==> src/rtl/mips_pkg.sv <==
// Shared MIPS constants and the fetch-state encoding used across the datapath slice.
package mips_pkg;

    localparam logic [5:0] OP_RTYPE   = 6'b000000;
    localparam logic [5:0] OP_LW      = 6'b100011;
    localparam logic [5:0] OP_SW      = 6'b101011;
    localparam logic [5:0] OP_ADDI    = 6'b001000;
    localparam logic [5:0] OP_BEQ     = 6'b000100;
    localparam logic [5:0] OP_J       = 6'b000010;
    localparam logic [5:0] OP_INVALID = 6'b111111;

    localparam logic [5:0] FUNCT_ADD  = 6'b100000;
    localparam logic [5:0] FUNCT_SUB  = 6'b100010;
    localparam logic [5:0] FUNCT_SLT  = 6'b101010;
    localparam logic [5:0] FUNCT_MUL  = 6'b011000;

    typedef enum logic [1:0] {
        FS_RUN    = 2'd0,
        FS_HALTED = 2'd1,
        FS_FAULT  = 2'd2
    } fetch_state_e;

    function automatic logic [31:0] sign_extend16(input logic [15:0] imm);
        return {{16{imm[15]}}, imm};
    endfunction

endpackage

==> src/rtl/pc_next_sel.sv <==
// Combinational next-PC selection: jump target beats taken branch beats pc+4.
module pc_next_sel
    import mips_pkg::*;
(
    input  logic [31:0] pc_plus4_i,
    input  logic [31:0] sign_imm_i,
    input  logic [25:0] jump_idx_i,
    input  logic        branch_i,
    input  logic        zero_i,
    input  logic        jump_i,
    output logic [31:0] next_pc_o,
    output logic        pc_src_o
);

    logic        pc_src_s;
    logic [31:0] branch_target_s;
    logic [31:0] jump_target_s;

    assign pc_src_s        = branch_i & zero_i;
    assign branch_target_s = pc_plus4_i + {sign_imm_i[29:0], 2'b00};
    assign jump_target_s   = {pc_plus4_i[31:28], jump_idx_i, 2'b00};
    assign pc_src_o        = pc_src_s;

    // Priority mux for the PC source.
    always_comb begin
        next_pc_o = pc_plus4_i;
        if (jump_i) begin
            next_pc_o = jump_target_s;
        end else if (pc_src_s) begin
            next_pc_o = branch_target_s;
        end else begin
            next_pc_o = pc_plus4_i;
        end
    end

endmodule

==> src/rtl/fetch_unit.sv <==
// Single-cycle MIPS fetch stage: PC register, instruction field split,
// run/halt/fault control and a saturating retired-instruction counter.
module fetch_unit
    import mips_pkg::*;
#(
    parameter logic [31:0] RESET_PC   = 32'h0000_0000,
    parameter int unsigned IMEM_DEPTH = 32'd64,
    parameter logic [31:0] HALT_WORD  = 32'hFC00_0000
) (
    input  logic        clk,
    input  logic        rst,
    input  logic        en,
    input  logic [31:0] instr_i,
    input  logic        branch_i,
    input  logic        zero_i,
    input  logic        jump_i,
    output logic [29:0] imem_addr_o,
    output logic [31:0] pc_o,
    output logic [31:0] pc_plus4_o,
    output logic [5:0]  opcode_o,
    output logic [5:0]  funct_o,
    output logic [4:0]  rs_o,
    output logic [4:0]  rt_o,
    output logic [4:0]  rd_o,
    output logic [31:0] sign_imm_o,
    output logic        pc_src_o,
    output logic        instr_valid_o,
    output logic        halted_o,
    output logic        fault_o,
    output logic [31:0] retired_o
);

    localparam logic [31:0] DEPTH_WORDS = IMEM_DEPTH;

    fetch_state_e state_q, state_d;
    logic [31:0]  pc_q, pc_d;
    logic [31:0]  retired_q, retired_d;
    logic         halted_q, halted_d;
    logic         fault_q, fault_d;

    logic [31:0]  pc_plus4_s;
    logic [31:0]  sign_imm_s;
    logic [31:0]  next_pc_s;
    logic         oor_s;
    logic         hit_halt_s;
    logic         valid_s;

    assign pc_plus4_s = pc_q + 32'd4;
    assign sign_imm_s = sign_extend16(instr_i[15:0]);
    // Widen the word index so any depth up to 2^30 compares correctly.
    assign oor_s      = ({2'b00, pc_q[31:2]} >= DEPTH_WORDS);
    assign hit_halt_s = ~oor_s & (instr_i == HALT_WORD);
    assign valid_s    = (state_q == FS_RUN) & en & ~oor_s & ~hit_halt_s;

    pc_next_sel u_pc_next_sel (
        .pc_plus4_i (pc_plus4_s),
        .sign_imm_i (sign_imm_s),
        .jump_idx_i (instr_i[25:0]),
        .branch_i   (branch_i),
        .zero_i     (zero_i),
        .jump_i     (jump_i),
        .next_pc_o  (next_pc_s),
        .pc_src_o   (pc_src_o)
    );

    assign imem_addr_o   = pc_q[31:2];
    assign pc_o          = pc_q;
    assign pc_plus4_o    = pc_plus4_s;
    assign opcode_o      = valid_s ? instr_i[31:26] : OP_INVALID;
    assign funct_o       = valid_s ? instr_i[5:0] : 6'd0;
    assign rs_o          = instr_i[25:21];
    assign rt_o          = instr_i[20:16];
    assign rd_o          = instr_i[15:11];
    assign sign_imm_o    = sign_imm_s;
    assign instr_valid_o = valid_s;
    assign halted_o      = halted_q;
    assign fault_o       = fault_q;
    assign retired_o     = retired_q;

    // Next-state for PC, retire counter and the run/halt/fault machine.
    always_comb begin
        state_d   = state_q;
        pc_d      = pc_q;
        retired_d = retired_q;
        if (valid_s) begin
            pc_d = next_pc_s;
            if (retired_q != 32'hFFFF_FFFF) begin
                retired_d = retired_q + 32'd1;
            end else begin
                retired_d = retired_q;
            end
        end else begin
            pc_d      = pc_q;
            retired_d = retired_q;
        end
        case (state_q)
            FS_RUN: begin
                if (en && oor_s) begin
                    state_d = FS_FAULT;
                end else if (en && hit_halt_s) begin
                    state_d = FS_HALTED;
                end else begin
                    state_d = FS_RUN;
                end
            end
            FS_HALTED: state_d = FS_HALTED;
            FS_FAULT:  state_d = FS_FAULT;
            // An unreachable encoding is treated as a fault so fetch stops.
            default:   state_d = FS_FAULT;
        endcase
        halted_d = (state_d == FS_HALTED);
        fault_d  = (state_d == FS_FAULT);
    end

    // State registers with synchronous reset.
    always_ff @(posedge clk) begin
        if (rst) begin
            state_q   <= FS_RUN;
            pc_q      <= RESET_PC;
            retired_q <= 32'd0;
            halted_q  <= 1'b0;
            fault_q   <= 1'b0;
        end else begin
            state_q   <= state_d;
            pc_q      <= pc_d;
            retired_q <= retired_d;
            halted_q  <= halted_d;
            fault_q   <= fault_d;
        end
    end

endmodule

==> config.mk <==
export PLATFORM = sky130hd
export DESIGN_NAME = fetch_unit
export DESIGN_NICKNAME = d
export VERILOG_FILES = /design/src/rtl/mips_pkg.sv /design/src/rtl/pc_next_sel.sv /design/src/rtl/fetch_unit.sv
export SDC_FILE = /design/constraint.sdc
export NUM_CORES = 1
export LEC_CHECK = 0
export BUFFER_PORTS_ARGS = -buffer_cell sky130_fd_sc_hd__buf_2
export CAP_MARGIN = 20
export CORE_MARGIN = 1
export CORE_UTILIZATION = 27
export DETAILED_ROUTE_END_ITERATION = 12
export MAX_ROUTING_LAYER = met4
export PLACE_DENSITY = 0.47
export SETUP_SLACK_MARGIN = 0.05
export SLEW_MARGIN = 25
export SYNTH_ARGS = -nofsm -noshare
export SYNTH_HDL_FRONTEND = slang
export SYNTH_HIERARCHICAL = 1
export SYNTH_SLANG_ARGS = --single-unit
==> constraint.sdc <==
create_clock -name clk -period 9.12 [get_ports clk]
set_input_delay 0.456 -clock clk [delete_from_list [all_inputs] [get_ports clk]]
set_output_delay 0.456 -clock clk [all_outputs]
set_load 0.1 [all_outputs]
### Word-level counts from Yosys, hierarchy flattened

Cells that the tools add are included.

* bits in registers: 68
* bits of input ports: 38
* logic and storage cells: 32

* add/sub/neg operators: 3
* order comparisons: 1
* eq/ne operators: 5
* muxes and demuxes: 7
* bitwise operators: 7
* reduce and logical (&&, ||, !) cells: 4

Operator list (count)
* $mux W32: 2
* $add A32 B1 Y32 const B: 1
* $add A32 B3 Y32 const B: 1
* $add A32 B32 Y32: 1
* $eq A32 B32 Y1 const B: 1
* $ne A32 B32 Y1 const B: 1
* $ge A30 B7 Y1 const B: 1
* $mux W6: 2
* $and A1 B1 Y1: 5
* $eq A2 B1 Y1 const B: 2
* $pmux W2 S2: 1
* $eq A2 B2 Y1 const B: 1
* $logic_and A1 B1 Y1: 2
* $logic_not A2 Y1: 1
* $mux W2: 1
* $not A1 Y1: 2
* $reduce_and A2 Y1: 1
* $mux W1: 1

### Logic depth before layout (Yosys ltp)

Gate-level depths: netlist of run 1.

* depth in word-level cells: 8
* depth in mapped cells: 17
* gate-level depth less buffers: 17

### Cells and area by module

Netlist of run 1, hierarchy kept.

By module, submodules not included
* fetch_unit: times used 1, cells each 528, area each 4145.2 µm², seq. area each 1361.3 µm²
* pc_next_sel: times used 1, cells each 323, area each 2123.3 µm², seq. area each 0.0 µm²

### Worst setup path after synthesis of run 1

OpenSTA, ideal clock, no wires.

* kind: register to register
* from: register pc_q[2] (netlist: pc_o[2])
* to: register pc_q[26] (netlist: pc_o[26])
* arrival: 5903 ps
* data required time: 9052 ps
* setup slack: 3149 ps
* stages on the path, launching flop included: 17
* cell sequence: dfxtp_1 nand3_1 or3_1 clkbuf_1 nor2_1 nand3_1 xnor2_1 ha_1 a21oi_1 o21ai_0 or3_1 o21ai_2 o21ai_2 xnor2_1 a221oi_1 a21oi_1 nor2_1

* elaborated cells on any way between the ends: 10
* those cells by class: add/sub (2); order compare (1); mux (2); bitwise (5)

RTL lines
* start: declaration: line fetch_unit.sv:36 `logic [31:0] pc_q, pc_d;`
* start signal: assignment: line fetch_unit.sv:125 `pc_q <= pc_d;`
* $add A32 B3 Y32: line fetch_unit.sv:48 `assign pc_plus4_s = pc_q + 32'd4;`
* via pc_plus4_o[21]: line fetch_unit.sv:19 `output logic [31:0] pc_plus4_o,`
* $add A32 B32 Y32: line pc_next_sel.sv:20 `assign branch_target_s = pc_plus4_i + {sign_imm_i[29:0], 2'b00};`
* $mux W32: line pc_next_sel.sv:29 `end else if (pc_src_s) begin`
* $mux W32: line pc_next_sel.sv:27 `if (jump_i) begin`
* via next_pc_s[26]: line fetch_unit.sv:43 `logic [31:0] next_pc_s;`

The timed path passes the listed nets, and every way through them passes these cells.
A chain may end at the register's enable or synchronous reset.

### Worst setup path after layout of run 1

* from: register pc_q[27] (netlist: pc_o[27])
* to: output port instr_valid_o

* longest elaborated chain between the ends: 5
* elaborated cells on any way between the ends: 6
* those cells by class: order compare (1); bitwise (5)

RTL lines
* $ge A30 B7 Y1 *: line fetch_unit.sv:51 `assign oor_s = ({2'b00, pc_q[31:2]} >= DEPTH_WORDS);`
* $not A1 Y1 *: line fetch_unit.sv:52, fetch_unit.sv:53
* $and A1 B1 Y1: line fetch_unit.sv:52 `assign hit_halt_s = ~oor_s & (instr_i == HALT_WORD);`
* $not A1 Y1: line fetch_unit.sv:53 `assign valid_s = (state_q == FS_RUN) & en & ~oor_s & ~hit_halt_s;`
* $and A1 B1 Y1 *: line fetch_unit.sv:53
* end: declaration: line fetch_unit.sv:27 `output logic instr_valid_o,`

Mark *: on every way between the ends. The rest lies on a longest branch, timed or not.

==> results of run 1 <==
how the worst max path moves through the flow:
stage,from,to,cells past startpoint
after floorplan,pc_o[2],pc_o[26],16
after global placement,pc_o[27],instr_valid_o,6
after detailed placement,pc_o[27],instr_valid_o,6
after CTS,pc_o[27],instr_valid_o,6
after global routing,pc_o[16],instr_valid_o,6
final,pc_o[27],instr_valid_o,6
synth_stat cells, drive strengths merged, types with 2 or more instances:
library cell	count
a21oi	103
buf	89
nand2	86
nor2	70
dfxtp	68
o21ai	51
xnor2	42
nand3	33
ha	32
clkbuf	27
and3	18
inv	18
or3	17
nor4	16
nand4	15
nor2b	13
a21o	12
nor3	12
xor2	12
nand2b	11
o21bai	11
or4	11
and4	9
mux2	8
o31ai	8
mux2i	7
nor3b	7
a31oi	6
and2	5
a211oi	4
o41ai	4
nor4b	3
o211ai	3
a211o	2
o2111ai	2
o221ai	2
or4b	2
per-layer routing:
metal / track usage (%) / part of all wire, % / vias up / routed length, µm
met3: 2.30 / 5.3 / 18 / 1170
met2: 30.9 / 47 / 251 / 10400
li1: - / - / 3245 / -
met1: 24.5 / 47 / 3014 / 10300
met4: 4.95 / 1.3 / 0 / 290
met5: - / 0 / - / 0
layout by cell type, fill, tap and decap left out, types with 17 or more instances in the layout:
cell type | Yosys | routed
nor2_1 | 70 | 70
inv_1 | 17 | 17
o21ai_0 | 45 | 45
nand2_1 | 86 | 86
nand3_1 | 29 | 29
and3_1 | 18 | 18
ha_1 | 32 | 32
or3_1 | 17 | 17
buf_2 | 8 | 226
a21oi_1 | 101 | 101
xnor2_1 | 42 | 42
dfxtp_1 | 68 | 68
flip-flops by register name (all words and copies together), names as in the netlist:
| name | flops |
|---|---|
| halted_o | 1 |
| pc_o | 32 |
| fault_o | 1 |
| state_q | 2 |
| retired_o | 32 |
logic make-up after synthesis:
group	Yosys count	share of synthesized area, %
muxes	15	2.55
DFF	68	21.7
AOI/OAI and AO/OA	216	20.9
xor gates and xnor gates	54	7.54
adders and majority gates	33	6.71
and+or+nand+nor	330	27.6
buffers and inverters	135	13.0
final cells by class:
| type | count | area (µm²) |
|---|---|---|
| Sequential cell | 68 | 1360 |
| Antenna cell | 1 | 2.50 |
| Clock buffer | 12 | 246 |
| Tap cell | 285 | 357 |
| Multi-Input combinational cell | 648 | 4090 |
| Fill cell | 2513 | 15300 |
| Timing Repair Buffer | 231 | 1170 |
| Inverter | 19 | 71.3 |
| Clock inverter | 4 | 72.6 |
worst max-delay path: cells and delay by family, from the launching register on:
family	cells	cell delay (ns)
buffers and inverters	2	1.39
DFF	1	0.41
and+or+nand+nor	4	1.91
metrics by stage:
step	util, %	cells
after floorplan	-	851
after global placement	31.0	1251
after detailed placement	31.0	1251
after CTS	32.4	1267
after global routing	32.5	1268
final	32.5	1268
==> run metrics, run 1 <==
Post-synth EDFFs=0; Sum Neg Setup Slack=0 ns; worst r2r dst=pc_o[31]; f_max=220 MHz; I/O Buffers=roughly 230; row count=55; clock buffer depth=2; Clock Sinks=between 60 and 70; grt total ovfl=0; share of the synthesized area in the top cell type=21.7%; Max Cap Viol=0; Post-Route Skew=approximately 0.0042 ns; Crit. End Element=primary output; Slew HR=40.7%; Synth Flop Type=dfxtp_1; post-synth net total=about 920; GPL Wtd Cong=slightly above 0.9; Final Cycle Share=between 40% and 50%; R2R depth=17; Area contributors post-synth=dfxtp_1 (22%), buf_4 (9.5%), a21oi_1 (8.1%), ha_1 (6.4%), xnor2_1 (5.9%); H-tree depth reported by CTS=3; first-pass GRT wire length=around 34 mm; Post-Route WL=22.2 mm; Hold Path Sink=state_q[0]; Netlist Area Pre-Place=6270 µm²; post-route setup slack=roughly 4.6 ns; IO Pins=roughly 230; cells after synthesis=851; Syn Area/Cell=7.37 µm²; Core Region=around 23000 µm²; layout cell share with drive strength beyond 1=between 20% and 30%; Fin. Hold Viols=0; sequential share of the synthesized area=a little over a fifth; data arrival time of the worst path=4.09 ns; CTS tree=built; CTS Buf Count=9; leading area contributor after synthesis=dfxtp_1; Max Slew Vio Count=0; die width=between 150 and 200 µm; Seq cells post-synth=between 60 and 70; status=finished clean; vias per cell=5.15; Crit Reg-Reg Startpoint=pc_o[2]; Die Ht=between 150 and 200 µm; Via Count=6528; Reg2Reg Setup Slack=4.89 ns; area grow syn2layout=17.6%; TritonRoute pass-1 iters=5; DR WL/cell=roughly 18 µm; Reg clk slew, reported paths=approximately 0.060 ns; Crit Path Max Fanout=43; Async SR Flop Fraction=0%; hold buffer count at cts=0; unrepaired setup endpoints after global routing=false; Design Area, Final=around 7400 µm²; Hold WS=about 0.46 ns; Starting DRT DRC Count=between 300 and 400; CP Class=reg -> out; die area=roughly 24000 µm²; root buffer cell=clkbuf_16; initial antenna violation count=1; DRT antenna net count=0; post-route minimum period=between 4 and 5 ns; Total GRT Usage=around a fifth; post-synth cell types=65; Clk Latency, worst-skew pair=~0.34 ns; worst slack at placement=between 4 and 5 ns; Hold Path Class=in -> reg; crit path cell chain=nor4_1 > nand4_1 > nor4_4 > nand2_1 > inv_2 > buf_2; vias in the first global route=5891; Total Nets Final=about 1000; Post-route DRC=0; required time worst endpoint=roughly 8.7 ns; Initial Utilization=between 20% and 30%; Ys Warns=6; slowest CP cell=inv_2; Max stage delay on crit path=between 0.8 and 0.9 ns; Hold Path Cell Cnt=3; DP HPWL=about 17 mm; Slew @ Worst Pin=around 0.89 ns; largest net degree at the start of global routing=76; Hold Startpoint=en; setup bufs post-CTS=0; Placement Cell Area=7050 µm²; # setup viols final=0; Resized Gates After CTS=0; Startpoint Class=flop
Power of run 1 is not shown: default switching activity piles up to over one toggle a cycle in this logic, so the estimate is an artifact.
==> run 2: changes to the inputs <==
--- a/config.mk
+++ b/config.mk
@@ -11,7 +11,7 @@
 export CORE_UTILIZATION = 27
 export DETAILED_ROUTE_END_ITERATION = 12
 export MAX_ROUTING_LAYER = met4
-export PLACE_DENSITY = 0.47
+export PLACE_DENSITY = 0.49
 export SETUP_SLACK_MARGIN = 0.05
 export SLEW_MARGIN = 25
 export SYNTH_ARGS = -nofsm -noshare
==> constraint.sdc (replaced) <==
create_clock -name clk -period 3.93 [get_ports clk]
set_input_delay 0.1965 -clock clk [delete_from_list [all_inputs] [get_ports clk]]
set_output_delay 0.1965 -clock clk [all_outputs]
set_load 0.1 [all_outputs]
==> run 2 against run 1 <==
- sequential cell count unchanged
- global-route usage up 0.51 points
- non-clock buffer count up 23
- final cell count up 1.8%
- core utilization up 4.3 points
- count of clock-buffer cells in the layout down 3
- critical path depth up 9
- clock skew up 0.0072 ns
- routed wire length up 2.1%
- worst hold slack worse by 0.26 ns
- setup slack worse by 4.4 ns
- final area up 13%
- critical endpoint is now pc_o[26]
==> run metrics, run 2 (synthesis gave the netlist of run 1 again) <==
CTS Buf Count=9; Max stage delay on crit path=about 0.46 ns; H-tree depth reported by CTS=3; Post-route DRC=0; Clk Latency, worst-skew pair=~0.35 ns; DR WL/cell=between 15 and 20 µm; Post-Route WL=22.7 mm; Total GRT Usage=19.4%; Sum Neg Setup Slack=0 ns; clock buffer depth=2; Hold Path Class=in -> reg; hold buffer count at cts=0; Clock Sinks=~70; required time worst endpoint=~4.2 ns; data arrival time of the worst path=approximately 4 ns; Design Area, Final=roughly 8300 µm²; Final Cycle Share=between 90% and 100%; Core Region=~23000 µm²; layout cell share with drive strength beyond 1=~38%; Crit Path Max Fanout=7; most common cell after layout, fill and taps aside=buf_2; post-route minimum period=approximately 3.7 ns; Startpoint Class=flop; Post-Route Skew=between 0.01 and 0.015 ns; vias in the first global route=5997; Crit. End Element=flop; Fin. Hold Viols=0; largest net degree at the start of global routing=between 50 and 60; Placement Cell Area=about 8000 µm²; Max Slew Vio Count=0; slowest CP cell=or3_4; CTS tree=built; status=finished clean; Slew @ Worst Pin=0.719 ns; Max Cap Viol=0; die width=154 µm; TritonRoute pass-1 iters=5; vias per cell=5.12; Initial Utilization=between 20 and 30%; Finished Layout Cells=about 1300; DRT antenna net count=0; # setup viols final=0; root buffer cell=clkbuf_16; Reg clk slew, reported paths=0.06 ns; most frequent cells in the layout=buf_2 (224), a21oi_1 (101), nand2_1 (84); die area=between 20000 and 25000 µm²; first-pass GRT wire length=34.9 mm; Total Nets Final=between 1000 and 1500; crit path cell chain=nand3_2 > or3_4 > nor2_4 > nand3_2 > xnor2_4 > ha_4 > a21oi_1 > o21ai_0 > or3_1 > o21ai_2 > o21ai_2 > xnor2_1 > a221oi_1 > a21oi_1 > nor2_1; f_max=~270 MHz; unrepaired setup endpoints after global routing=true; IO Pins=around 230; CP Class=reg -> reg; DP HPWL=around 17 mm; area grow syn2layout=33.0%; Placed Cells=approximately 1300; grt total ovfl=0; Starting DRT DRC Count=363; Slew HR=between 50% and 60%; I/O Buffers=roughly 230; Hold WS=about 0.19 ns; Die Ht=roughly 150 µm; row count=55; GPL Wtd Cong=roughly 0.9; initial antenna violation count=1; Via Count=6616
[run 2: cell types whose count changed in the layout (fill, tap and decap cells not counted), sizes merged]
cell / delta
clkinv: +1
inv: +3
bufinv: -1
clkbuf: -3
buf: +23
[run 2: routing by layer]
| metal | track usage, % | wire length, µm | up-vias |
|---|---|---|---|
| met1 | 25.6 | 10800 | 3124 |
| met4 | 4.67 | 295 | 0 |
| met5 | - | 0 | - |
| met2 | 31.1 | 10600 | 190 |
| li1 | - | - | 3281 |
| met3 | 2.86 | 916 | 21 |
[run 2: worst paths after layout]
path,slack [ns],start,cells past startpoint,end
max,0.21,pc_o[2],15,pc_o[26]
min,0.19,en,3,state_q[0]
max reg2reg,0.21,pc_o[2],15,pc_o[26]
min reg2reg,0.49,pc_o[0],2,pc_o[0]
[run 2: area by class of cell]
class,instances,area [µm²]
Tap cell,285,357
Antenna cell,1,2.50
Sequential cell,68,1430
Clock inverter,7,80.1
Fill cell,2374,14400
Clock buffer,9,225
Timing Repair Buffer,254,1360
Inverter,19,75.1
Multi-Input combinational cell,648,4800
[run 2: repair_timing]
item,4_1_cts,5_1_grt
endpoints found under the hold margin,0,0
setup endpoints to repair,0,9
resized for setup,0,2
buffers inserted,0,2
[run 2: worst max-delay path, delay by kind of cell (launching register included)]
family | cells | cell delay [ns]
adders and majority gates | 1 | 0.26
xor gates and xnor gates | 2 | 0.43
and+or+nand+nor | 6 | 1.44
AOI/OAI and AO/OA | 6 | 1.12
DFF | 1 | 0.40
[run 2: per-stage QoR]
step | setup WS (ns) | utilization (%)
3_3_place_gp | 0.112 | 35.2
5_1_grt | 0.0380 | 36.7
6_report | 0.208 | 36.7
3_5_place_dp | 0.0868 | 35.2
4_1_cts | 0.0552 | 36.6
2_1_floorplan | -0.305 | -
Power of run 2 is left out for the same reason.
==> run 3: changes to the inputs <==
--- a/config.mk
+++ b/config.mk
@@ -11,7 +11,7 @@
 export CORE_UTILIZATION = 27
 export DETAILED_ROUTE_END_ITERATION = 12
 export MAX_ROUTING_LAYER = met4
-export PLACE_DENSITY = 0.49
+export PLACE_DENSITY = 0.47
 export SETUP_SLACK_MARGIN = 0.05
 export SLEW_MARGIN = 25
 export SYNTH_ARGS = -nofsm -noshare
==> constraint.sdc (replaced) <==
create_clock -name clk -period 4.4 [get_ports clk]
set_input_delay 0.22 -clock clk [delete_from_list [all_inputs] [get_ports clk]]
set_output_delay 0.22 -clock clk [all_outputs]
set_load 0.1 [all_outputs]
==> run 3 against run 2 <==
- count of clock-buffer cells in the layout increased by 2
- final cell count decreased by 1.4%
- largest cell class unchanged
- die area unchanged
- routed wire length decreased by 3.1%
- via count decreased by 2.5%
- maximum frequency decreased by 6.1%
==> run metrics, run 3 (synthesis gave the netlist of run 1 again) <==
Initial Utilization=between 20% and 30%; Post-Route Skew=around 0.011 ns; Via Count=6449; grt total ovfl=0; status=finished clean; data arrival time of the worst path=about 4.2 ns; Reg clk slew, reported paths=about 0.06 ns; Slew HR=around 44%; largest net degree at the start of global routing=43; n_diodes=0; DRT antenna net count=0; Post-Route WL=approximately 22 mm; CP Class=reg -> reg; area grow syn2layout=26.0%; Design Area, Final=slightly below 8000 µm²; Fin. Hold Viols=0; Top Family by Delay on Critical Path=simple AND/OR/NAND/NOR gates; Total GRT Usage=between 10% and 20%; Post-route DRC=0; Hold Path Class=in -> reg; Hold Path Cell Cnt=3; Final Cycle Share=90.1%; first-pass GRT wire length=around 34 mm; Crit. End Element=flop; die width=154 µm; worst r2r dst=pc_o[26]; Startpoint Class=flop; slowest CP cell=or3_1; Finished Core Util=a little over a third; Starting DRT DRC Count=around 290; Max Slew Vio Count=0; Hold Startpoint=en; DP HPWL=between 15 and 20 mm; post-route minimum period=slightly below 4 ns; Sum Neg Setup Slack=0 ns; Max stage delay on crit path=between 0.5 and 0.6 ns; Crit Reg-Reg Startpoint=pc_o[4]; unrepaired setup endpoints after global routing=false; CTS Buf Count=9; clock buffer depth=2; CTS tree=built; Crit Path Max Fanout=7; root buffer cell=clkbuf_16; Clk Latency, worst-skew pair=0.35 ns; Hold WS=between 0.2 and 0.25 ns; IO Pins=approximately 230; most common cell after layout, fill and taps aside=buf_2; Placement Cell Area=~7600 µm²; GPL Wtd Cong=between 0.9 and 1; Slew @ Worst Pin=between 0.8 and 0.9 ns; Clock Sinks=68; Die Ht=154 µm; Core Region=about 23000 µm²; Reg2Reg Setup Slack=about 0.43 ns; setup bufs post-CTS=0; TritonRoute pass-1 iters=4; vias per cell=~5.1; Max Cap Viol=0; initial antenna violation count=0; # setup viols final=0; I/O Buffers=about 230; layout cell share with drive strength beyond 1=33.9%; die area=approximately 24000 µm²; Hold Path Sink=state_q[0]; crit path cell chain=nand3_1 > or3_1 > nor2_4 > nand3_1 > xnor2_4 > ha_1 > a21oi_1 > o21ai_0 > or3_1 > o21ai_2 > o21ai_2 > xnor2_1 > a221oi_1 > a21oi_1 > nor2_1; Total Nets Final=1054; required time worst endpoint=~4.7 ns; DR WL/cell=17.3 µm; vias in the first global route=5863; R2R depth=15; row count=55; CP bufs+invs=0; most frequent cells in the layout=buf_2 (226), a21oi_1 (101), nand2_1 (86); H-tree depth reported by CTS=3; f_max=252 MHz
==> run 3: area by class of cell <==
type | instances | area, µm²
fillers | 2485 | 14800
multi-input cells | 648 | 4540
flip-flops and latches | 68 | 1430
repair buffers | 237 | 1210
well taps | 285 | 357
clock buffers | 11 | 254
inverters | 19 | 71.3
clock inverters | 5 | 35.0
==> run 3: worst max path at each step <==
stage	to	depth (start not counted)	from	slack, ns
2_1_floorplan	pc_o[26]	16	pc_o[4]	0.05
3_3_place_gp	pc_o[26]	15	pc_o[4]	0.36
3_5_place_dp	pc_o[26]	15	pc_o[4]	0.32
4_1_cts	pc_o[26]	15	pc_o[4]	0.30
5_1_grt	pc_o[26]	15	pc_o[4]	0.14
6_report	pc_o[26]	15	pc_o[4]	0.43
==> run 3: per-layer routing <==
metal	part of all wire [%]	vias to the layer above	track usage (%)	wire, µm
met4	1.1	0	3.82	238
met3	5.2	16	4.12	1150
met5	0	-	-	0
met2	48	184	30.9	10500
li1	-	3235	-	-
met1	46	3014	24.1	10100
==> run 3: worst reg2reg max path: cells and delay by family, from the launching register on <==
kind	cells	cell delay [ns]
adder cells (fa/ha/maj)	1	0.37
AND/OR/NAND/NOR	6	1.67
flip-flops	1	0.38
XOR/XNOR	2	0.34
AO/OA/AOI/OAI	6	1.16
==> run 3: repair_timing <==
| item | in CTS | in global routing |
|---|---|---|
| hold buffers | 0 | 0 |
| endpoints found under the setup margin | 0 | 1 |
| gates resized for setup | 0 | 1 |
==> run 3: metrics by stage <==
step	setup WS (ns)	instances
CTS	0.297	1273
finish	0.435	1273
detailed placement	0.325	1257
global placement	0.360	1257
floorplan	0.0452	851
global route	0.136	1273
Power of run 3 is left out for the same reason.
